$ cat src/rtl/fifo_reader_if.sv
// Bundle of the FIFO read port and the downstream valid/ready stream seen by fifo_reader.
// master = the reader itself, slave = the FIFO plus consumer side.
interface fifo_reader_if #(
  parameter int unsigned FIFO_WIDTH  = 16,
  parameter int unsigned COUNT_WIDTH = 16
);
  logic                   fifo_rd_en;
  logic [FIFO_WIDTH-1:0]  fifo_data_out;
  logic                   fifo_empty;
  logic                   fifo_almostempty;
  logic                   fifo_underflow;
  logic [FIFO_WIDTH-1:0]  m_data;
  logic                   m_valid;
  logic                   m_ready;
  logic [COUNT_WIDTH-1:0] rd_count;
  logic                   underflow_err;

  modport master (
    output fifo_rd_en, m_data, m_valid, rd_count, underflow_err,
    input  fifo_data_out, fifo_empty, fifo_almostempty, fifo_underflow, m_ready
  );

  modport slave (
    input  fifo_rd_en, m_data, m_valid, rd_count, underflow_err,
    output fifo_data_out, fifo_empty, fifo_almostempty, fifo_underflow, m_ready
  );
endinterface

$ cat src/rtl/fifo_reader.sv
// Read-side controller for the synchronous FIFO: issues reads, captures data into a 2-entry skid
// buffer and presents it as a valid/ready stream. Statistics built only with FIFO_READER_STATS_EN.
module fifo_reader #(
  parameter int unsigned FIFO_WIDTH  = 16,
  parameter int unsigned COUNT_WIDTH = 16
) (
  input logic           clk,
  input logic           rst_n,
  fifo_reader_if.master bus
);

  typedef enum logic [1:0] {
    ST_EMPTY = 2'd0,
    ST_ONE   = 2'd1,
    ST_TWO   = 2'd2
  } state_e;

  state_e                state_q, state_d;
  logic                  pend_q, pend_d;
  logic                  m_valid_q, m_valid_d;
  logic [FIFO_WIDTH-1:0] head_q, head_d;
  logic [FIFO_WIDTH-1:0] tail_q, tail_d;

  logic       pop_c;
  logic       cap_c;
  logic       rd_en_c;
  logic [2:0] level_c;
  logic       unused_c;

  // almost-empty is informational only; reads are gated purely on empty.
  assign unused_c = bus.fifo_almostempty;

  assign pop_c = m_valid_q & bus.m_ready;
  assign cap_c = pend_q & ~bus.fifo_underflow;

  // Entries held plus the word in flight, after this cycle's pop; a read may not make it exceed 2.
  assign level_c = 3'(state_q) + 3'(pend_q) - 3'(pop_c);
  assign rd_en_c = rst_n & ~bus.fifo_empty & (level_c < 3'd2);

  always_comb begin
    state_d = state_q;
    head_d  = head_q;
    tail_d  = tail_q;
    pend_d  = rd_en_c;
    case (state_q)
      ST_EMPTY: begin
        if (cap_c) begin
          head_d  = bus.fifo_data_out;
          state_d = ST_ONE;
        end
      end
      ST_ONE: begin
        if (pop_c && cap_c) begin
          head_d = bus.fifo_data_out;
        end else if (pop_c) begin
          state_d = ST_EMPTY;
        end else if (cap_c) begin
          tail_d  = bus.fifo_data_out;
          state_d = ST_TWO;
        end
      end
      ST_TWO: begin
        // A capture without a pop cannot happen here: the read gate keeps held + in-flight <= 2.
        if (pop_c) begin
          head_d = tail_q;
          if (cap_c) begin
            tail_d = bus.fifo_data_out;
          end else begin
            state_d = ST_ONE;
          end
        end
      end
      default: state_d = ST_EMPTY;
    endcase
    m_valid_d = (state_d != ST_EMPTY);
  end

  always_ff @(posedge clk or negedge rst_n) begin
    if (!rst_n) begin
      state_q   <= ST_EMPTY;
      pend_q    <= 1'b0;
      m_valid_q <= 1'b0;
      head_q    <= '0;
      tail_q    <= '0;
    end else begin
      state_q   <= state_d;
      pend_q    <= pend_d;
      m_valid_q <= m_valid_d;
      head_q    <= head_d;
      tail_q    <= tail_d;
    end
  end

  assign bus.fifo_rd_en = rd_en_c;
  assign bus.m_data     = head_q;
  assign bus.m_valid    = m_valid_q;

`ifdef FIFO_READER_STATS_EN
  logic [COUNT_WIDTH-1:0] rd_count_q, rd_count_d;
  logic                   uf_err_q, uf_err_d;

  // Delivered-word counter (wraps) and sticky underflow flag.
  always_comb begin
    rd_count_d = rd_count_q + COUNT_WIDTH'(pop_c);
    uf_err_d   = uf_err_q | bus.fifo_underflow;
  end

  always_ff @(posedge clk or negedge rst_n) begin
    if (!rst_n) begin
      rd_count_q <= '0;
      uf_err_q   <= 1'b0;
    end else begin
      rd_count_q <= rd_count_d;
      uf_err_q   <= uf_err_d;
    end
  end

  assign bus.rd_count      = rd_count_q;
  assign bus.underflow_err = uf_err_q;
`else
  assign bus.rd_count      = '0;
  assign bus.underflow_err = 1'b0;
`endif

endmodule
$ cat src/flat_wrapper.sv
// flat-port wrapper written by rule: the top's interface ports become plain ports
module fifo_reader_flat 
#(
  parameter int unsigned FIFO_WIDTH  = 16,
  parameter int unsigned COUNT_WIDTH = 16
)
  (clk, rst_n, bus_fifo_rd_en, bus_m_data, bus_m_valid, bus_rd_count, bus_underflow_err, bus_fifo_data_out, bus_fifo_empty, bus_fifo_almostempty, bus_fifo_underflow, bus_m_ready);
  fifo_reader_if #(.FIFO_WIDTH(FIFO_WIDTH), .COUNT_WIDTH(COUNT_WIDTH)) bus_i ();
  input logic clk;
  input logic rst_n;
  output wire logic [$bits(bus_i.fifo_rd_en)-1:0] bus_fifo_rd_en;
  output wire logic [$bits(bus_i.m_data)-1:0] bus_m_data;
  output wire logic [$bits(bus_i.m_valid)-1:0] bus_m_valid;
  output wire logic [$bits(bus_i.rd_count)-1:0] bus_rd_count;
  output wire logic [$bits(bus_i.underflow_err)-1:0] bus_underflow_err;
  input wire logic [$bits(bus_i.fifo_data_out)-1:0] bus_fifo_data_out;
  input wire logic [$bits(bus_i.fifo_empty)-1:0] bus_fifo_empty;
  input wire logic [$bits(bus_i.fifo_almostempty)-1:0] bus_fifo_almostempty;
  input wire logic [$bits(bus_i.fifo_underflow)-1:0] bus_fifo_underflow;
  input wire logic [$bits(bus_i.m_ready)-1:0] bus_m_ready;
  assign bus_fifo_rd_en = bus_i.fifo_rd_en;
  assign bus_m_data = bus_i.m_data;
  assign bus_m_valid = bus_i.m_valid;
  assign bus_rd_count = bus_i.rd_count;
  assign bus_underflow_err = bus_i.underflow_err;
  assign bus_i.fifo_data_out = bus_fifo_data_out;
  assign bus_i.fifo_empty = bus_fifo_empty;
  assign bus_i.fifo_almostempty = bus_fifo_almostempty;
  assign bus_i.fifo_underflow = bus_fifo_underflow;
  assign bus_i.m_ready = bus_m_ready;
  fifo_reader #(.FIFO_WIDTH(FIFO_WIDTH), .COUNT_WIDTH(COUNT_WIDTH)) u_core (.clk(clk), .rst_n(rst_n), .bus(bus_i));
endmodule
$ cat config.mk
export PLATFORM = sky130hd
export DESIGN_NAME = fifo_reader_flat
export DESIGN_NICKNAME = d
export VERILOG_FILES = /design/src/rtl/fifo_reader_if.sv /design/src/rtl/fifo_reader.sv /design/src/flat_wrapper.sv
export SDC_FILE = /design/constraint.sdc
export NUM_CORES = 1
export LEC_CHECK = 0
export BUFFER_PORTS_ARGS = -buffer_cell sky130_fd_sc_hd__buf_2
export CAP_MARGIN = 20
export CORE_ASPECT_RATIO = 1.2
export CORE_MARGIN = 3
export CORE_UTILIZATION = 40
export DETAILED_ROUTE_END_ITERATION = 16
export PLACE_DENSITY_LB_ADDON = 0.2
export SETUP_SLACK_MARGIN = 0.4
export SYNTH_ARGS = -nofsm -noshare
export SYNTH_HDL_FRONTEND = slang
export SYNTH_SLANG_ARGS = --single-unit
$ cat constraint.sdc
create_clock -name clk -period 4.5 [get_ports clk]
set_input_delay 0.9 -clock clk [delete_from_list [all_inputs] [get_ports clk]]
set_output_delay 0.9 -clock clk [all_outputs]
set_load 0.02 [all_outputs]
After elaboration in Yosys (flattened, before gate mapping)
Index checks and enable logic that the tools add are counted.
Operators by class
  $add $sub $neg: 2
  order comparisons: 1
  reductions and logical operators: 7
  bitwise gates (word level): 6
  equal/unequal tests: 7
  mux-type cells: 16
Operators with widths (number)
  $mux W16: 7
  $pmux W16 S3: 1
  $pmux W16 S2: 1
  $mux W2: 6
  $reduce_and A4 Y1: 2
  $ne A2 B1 Y1 const B: 3
  $pmux W2 S3: 1
  $and A1 B1 Y1: 4
  $ne A2 B2 Y1 const B: 2
  $reduce_bool A2 Y1: 2
  $add A2 B1 Y3: 1
  $lt A3 B2 Y1 const B: 1
  $reduce_bool A3 Y1: 1
  $sub A3 B1 Y3: 1
  $eq A2 B1 Y1 const B: 1
  $eq A2 B2 Y1 const B: 1
  $logic_not A2 Y1: 1
  $not A1 Y1: 2
  $logic_and A1 B1 Y1: 1
Storage, ports and cells
  logic and storage cells: 44
  register bits after elaboration: 36
  output and inout bits: 35

Logic depth before layout (Yosys ltp)
  depth in word-level cells: 7
  mapped depth: 6
  gate-level depth less buffers: 6

Worst setup path before layout
Ideal clock, no wire load.
  path kind: input port to output port
  start: input port bus_m_ready
  end: output port bus_fifo_rd_en
  arrival time: 2.331 ns
  setup slack: 1.269 ns
  buffers on the path: 0
  cell stages on the path: 6
  cells stage by stage: nand2_1 -> and2_1 -> o21ai_0 -> fa_1 -> xor2_1 -> nor3_1
Between the ends
  word-level cells in the longest chain between the ends: 4
Ends and longest elaborated chain
  from (decl): RTL line flat_wrapper.sv:20  | input wire logic [$bits(bus_i.m_ready)-1:0] bus_m_ready;
  $and A1 B1 Y1: RTL line fifo_reader.sv:33  | assign pop_c = m_valid_q & bus.m_ready;
  $sub A3 B1 Y3: RTL line fifo_reader.sv:37  | assign level_c = 3'(state_q) + 3'(pend_q) - 3'(pop_c);
  $lt A3 B2 Y1: RTL line fifo_reader.sv:38  | assign rd_en_c = rst_n & ~bus.fifo_empty & (level_c < 3'd2);
  $and A1 B1 Y1: RTL line fifo_reader.sv:38
  to (decl): RTL line flat_wrapper.sv:11  | output wire logic [$bits(bus_i.fifo_rd_en)-1:0] bus_fifo_rd_en;
Every way passes these cells.

Worst setup path after layout
Same ends and word-level chain as after synthesis.

==> impl_results.md <==
- Count of buffer and inverter cells on the critical path: 2
- Met2 wire length: 1.697 mm
- First-pass GRT wire length: 5.602 mm
- Effective utilization at floorplan: 43.08%
- Number of placement rows: 25
- Worst EP required: 3.60 ns
- Min-Delay Path Class: reg2reg
- Warnings from Yosys: 0
- Length in cells of the worst reg-to-reg path: 4
- Leakage power figure: 1.095 nW
- Setup violation total in the final timing report: 0
- Setup crit end: bus_fifo_rd_en
- Peak supply drop: 0.2322 mV
- Worst-case register-to-register setup slack: 2.63 ns
- Final period util: 75.32%
- Number of max-slew violations in the final report: 0
- Met1 Wirelength: 1.270 mm
- Worst Path Arrival: 2.49 ns
- Setup slack after placement: 1.143 ns
- DPL Wire Length: 2.317 mm
- Unrepaired setup endpoints after global routing: no
- Stages on the worst setup path: 8
- Worst setup startpoint: bus_m_ready
- Area of the multi-input gates: 742.0 um2
- Die ar.: 5213 um2
- Result of the run: completed
- Total instance count after detailed placement: 237
- Crit-path leading delay family: simple AND/OR/NAND/NOR gates
- Part of the Yosys area used for sequential elements: 51.43%
- Number of synthesized flops with an enable pin: 0
- Top fanout value on the critical path: 4
- Most common cell type on the critical path: buf_2
- Total placed instance area: 1908 um2
- Synth area leaders: dfrtp_1, mux2_2, mux2i_1
- H-tree level count: 2
- Hold violation total from the final report: 0
- Die extent in y: 78.49 um
- CTS Hold Bufs: 0
- Vias after detailed routing: 1,182
- Minimum setup slack in the final design: 1.111 ns
- Post-CTS setup repair buffer count: 0
- Slowest CP cell: fa_1
- Overall fraction of global-route tracks in use: 14.21%
- Delay contributed by the slowest stage of the critical path: 0.39 ns
- Area fraction of the dominant cell type after synthesis: 51.43%
- Chain of cells forming the critical path: buf_2, nand2_1, and2_1, o21ai_0, fa_1, xor2_1, nor3_1, buf_2
- Final Cell Area: 2028 um2
- Post-Synthesis Cells: 152
- Number of fillers in the final layout: 398
- Critical path start-end classification: in2out
- DRC violation total after the first TritonRoute iteration: 27
- Post-Synthesis Mean Instance Area: 11.52 um2
- Post-detailed-route count of antenna-violating nets: 0
- Post-synth top flop: dfrtp_1
- Global route total overflow: 0
- Worst clock skew: 0.002306 ns
- Average wire length per cell after detail routing: 13.29 um
- Fraction of layout instances using a drive strength above 1: 35.42%
- 1st-pass router iterations: 4
- Area growth from synthesis to layout: 15.79%
- Clock tree buffer depth: 2
- Topmost layer with routed signal wires: met4
- Post-synthesis instance area: 1752 um2
- Cell at the root of the clock tree: clkbuf_8
- Register area: 900.9 um2
- Clock tree from TritonCTS: built
- Routability cong.: 0.7732
- Antenna violations before repair: 0
- R2r endpoint: u_core.tail_q[11]
- Detailed-route wire length: 3.270 mm
- Final sum of negative setup slack: 0 ns
- CTS sink count: 36
- Via count of the first global-routing pass: 1,266
- Library cell with the largest summed area after synthesis: dfrtp_1
- Most instantiated library cell after synthesis: dfrtp_1
- Maxcap violations: 0
- Final net count: 215
- Source-to-sink clock delay at the later pin of the worst-skew pair: 0.28 ns
- Maximum number of pins on one net before global-route repair: 38
- Commonest cells in the netlist: dfrtp_1, buf_4, nand2_1
- Maximum clock rate: 295.1 MHz
- Final std cells w/o fill: 246
- Startpoint class of the critical path: input pin
- Power density cells: 592.6 nW/um2
- Number of CTS-inserted buffers: 5
- Core ar.: 4066 um2
- Post_cts resized: 0
- Port buffer count: 38
- Number of remaining DRC errors: 0
- Via count normalized by instance count: 4.805
- Antenna diodes: 0
- Number of primary I/O pins: 57
- Minimum clock period after layout: 3.389 ns
- Reg clk slew, reported paths: 0.07 ns
- Number of unique standard cell types used by synthesis: 27
- Startpoint of the worst register-to-register path: u_core.state_q[1]
- Met3 WL post-DR: 279 um
- Worst slew slack as a fraction of its limit: 57.35%
- Ys async rst share: 100.0%
- Transition time of the tightest slew-check pin: 0.6383 ns
- FF+latch count, synth: 36
- Horizontal die dimension: 66.41 um
- Type of destination of the critical path: output port
[flip-flops by register name, summed over array words and instances (netlist names)]
| register | cells |
|---|---|
| u_core.tail_q | 16 |
| u_core.bus.m_valid | 1 |
| u_core.bus.m_data | 16 |
| u_core.state_q | 2 |
| u_core.pend_q | 1 |
[placed cells by master (no fill, tap or decap), drive strengths merged, types with 2 or more instances in the layout]
cell type and count:
nor2 5, and2 2, mux2i 16, nand2b 2, o21ai 18, mux2 16
a21oi 4, conb 17, dfrtp 36, nand2 18, clkbuf 5, buf 41
[area by class of cell]
type / count / area share [%]
Sequential cell: 36 / 44.42
Timing Repair Buffer: 41 / 11.66
Clock inverter: 2 / 0.6169
Multi-Input combinational cell: 108 / 36.58
Tap cell: 54 / 3.331
Clock buffer: 5 / 3.393
[report_power, final]
part           switching (mW)  total (mW)  internal (mW)  leakage [nW]
Combinational           0.262       0.454          0.192         0.597
Clock                   0.104       0.209          0.105        0.0400
Sequential             0.0792       0.539          0.460         0.458
[stage by stage]
step                      power [mW]  util (%)  hold WS, ns
after floorplan               0.8653         -       0.4799
after global placement        0.9691     46.92       0.4594
after detailed placement      0.9926     46.92       0.4643
after CTS                      1.208     48.92       0.4805
after global routing           1.301     49.88       0.5175
final                          1.202     49.88       0.4735
[worst register-to-register path, stage by stage, from the launching register on]
cell     delay (ns)
dfrtp_1        0.57
and4b_4        0.33
a21oi_2        0.06
nor2_4         0.41
mux2_2         0.40
[worst min-delay path by stage]
stage / startpoint / to / slack (ns) / depth (start not counted)
final: u_core.bus.m_data[10] / u_core.bus.m_data[10] / 0.47 / 2
after global routing: u_core.tail_q[8] / u_core.tail_q[8] / 0.52 / 1
after CTS: u_core.bus.m_data[15] / u_core.bus.m_data[15] / 0.48 / 2
after detailed placement: u_core.bus.m_data[15] / u_core.bus.m_data[15] / 0.46 / 2
after global placement: u_core.bus.m_data[7] / u_core.bus.m_data[7] / 0.46 / 2
after floorplan: u_core.tail_q[10] / u_core.tail_q[10] / 0.48 / 1
[cell families (layout without fill, tap and decap cells)]
family                     after synthesis  count (layout)  share of synthesized area, %
DFF                                     36              36                         51.43
muxes                                   32              32                         19.43
and+or+nand+nor                         32              32                         9.142
AOI/OAI and AO/OA                       25              25                         8.072
buffers and inverters                   24              48                         10.07
adders and majority gates                1               1                         1.143
other                                    1              17                        0.2141
xor gates and xnor gates                 1               1                        0.5001
[per-layer routing]
layer  up-vias  track usage (%)
met1       566            14.56
met2        50            25.52
li1        562                -
met4         0            5.488
met3         4            5.293
met5         -                0
(Power assumes the default switching activity.)
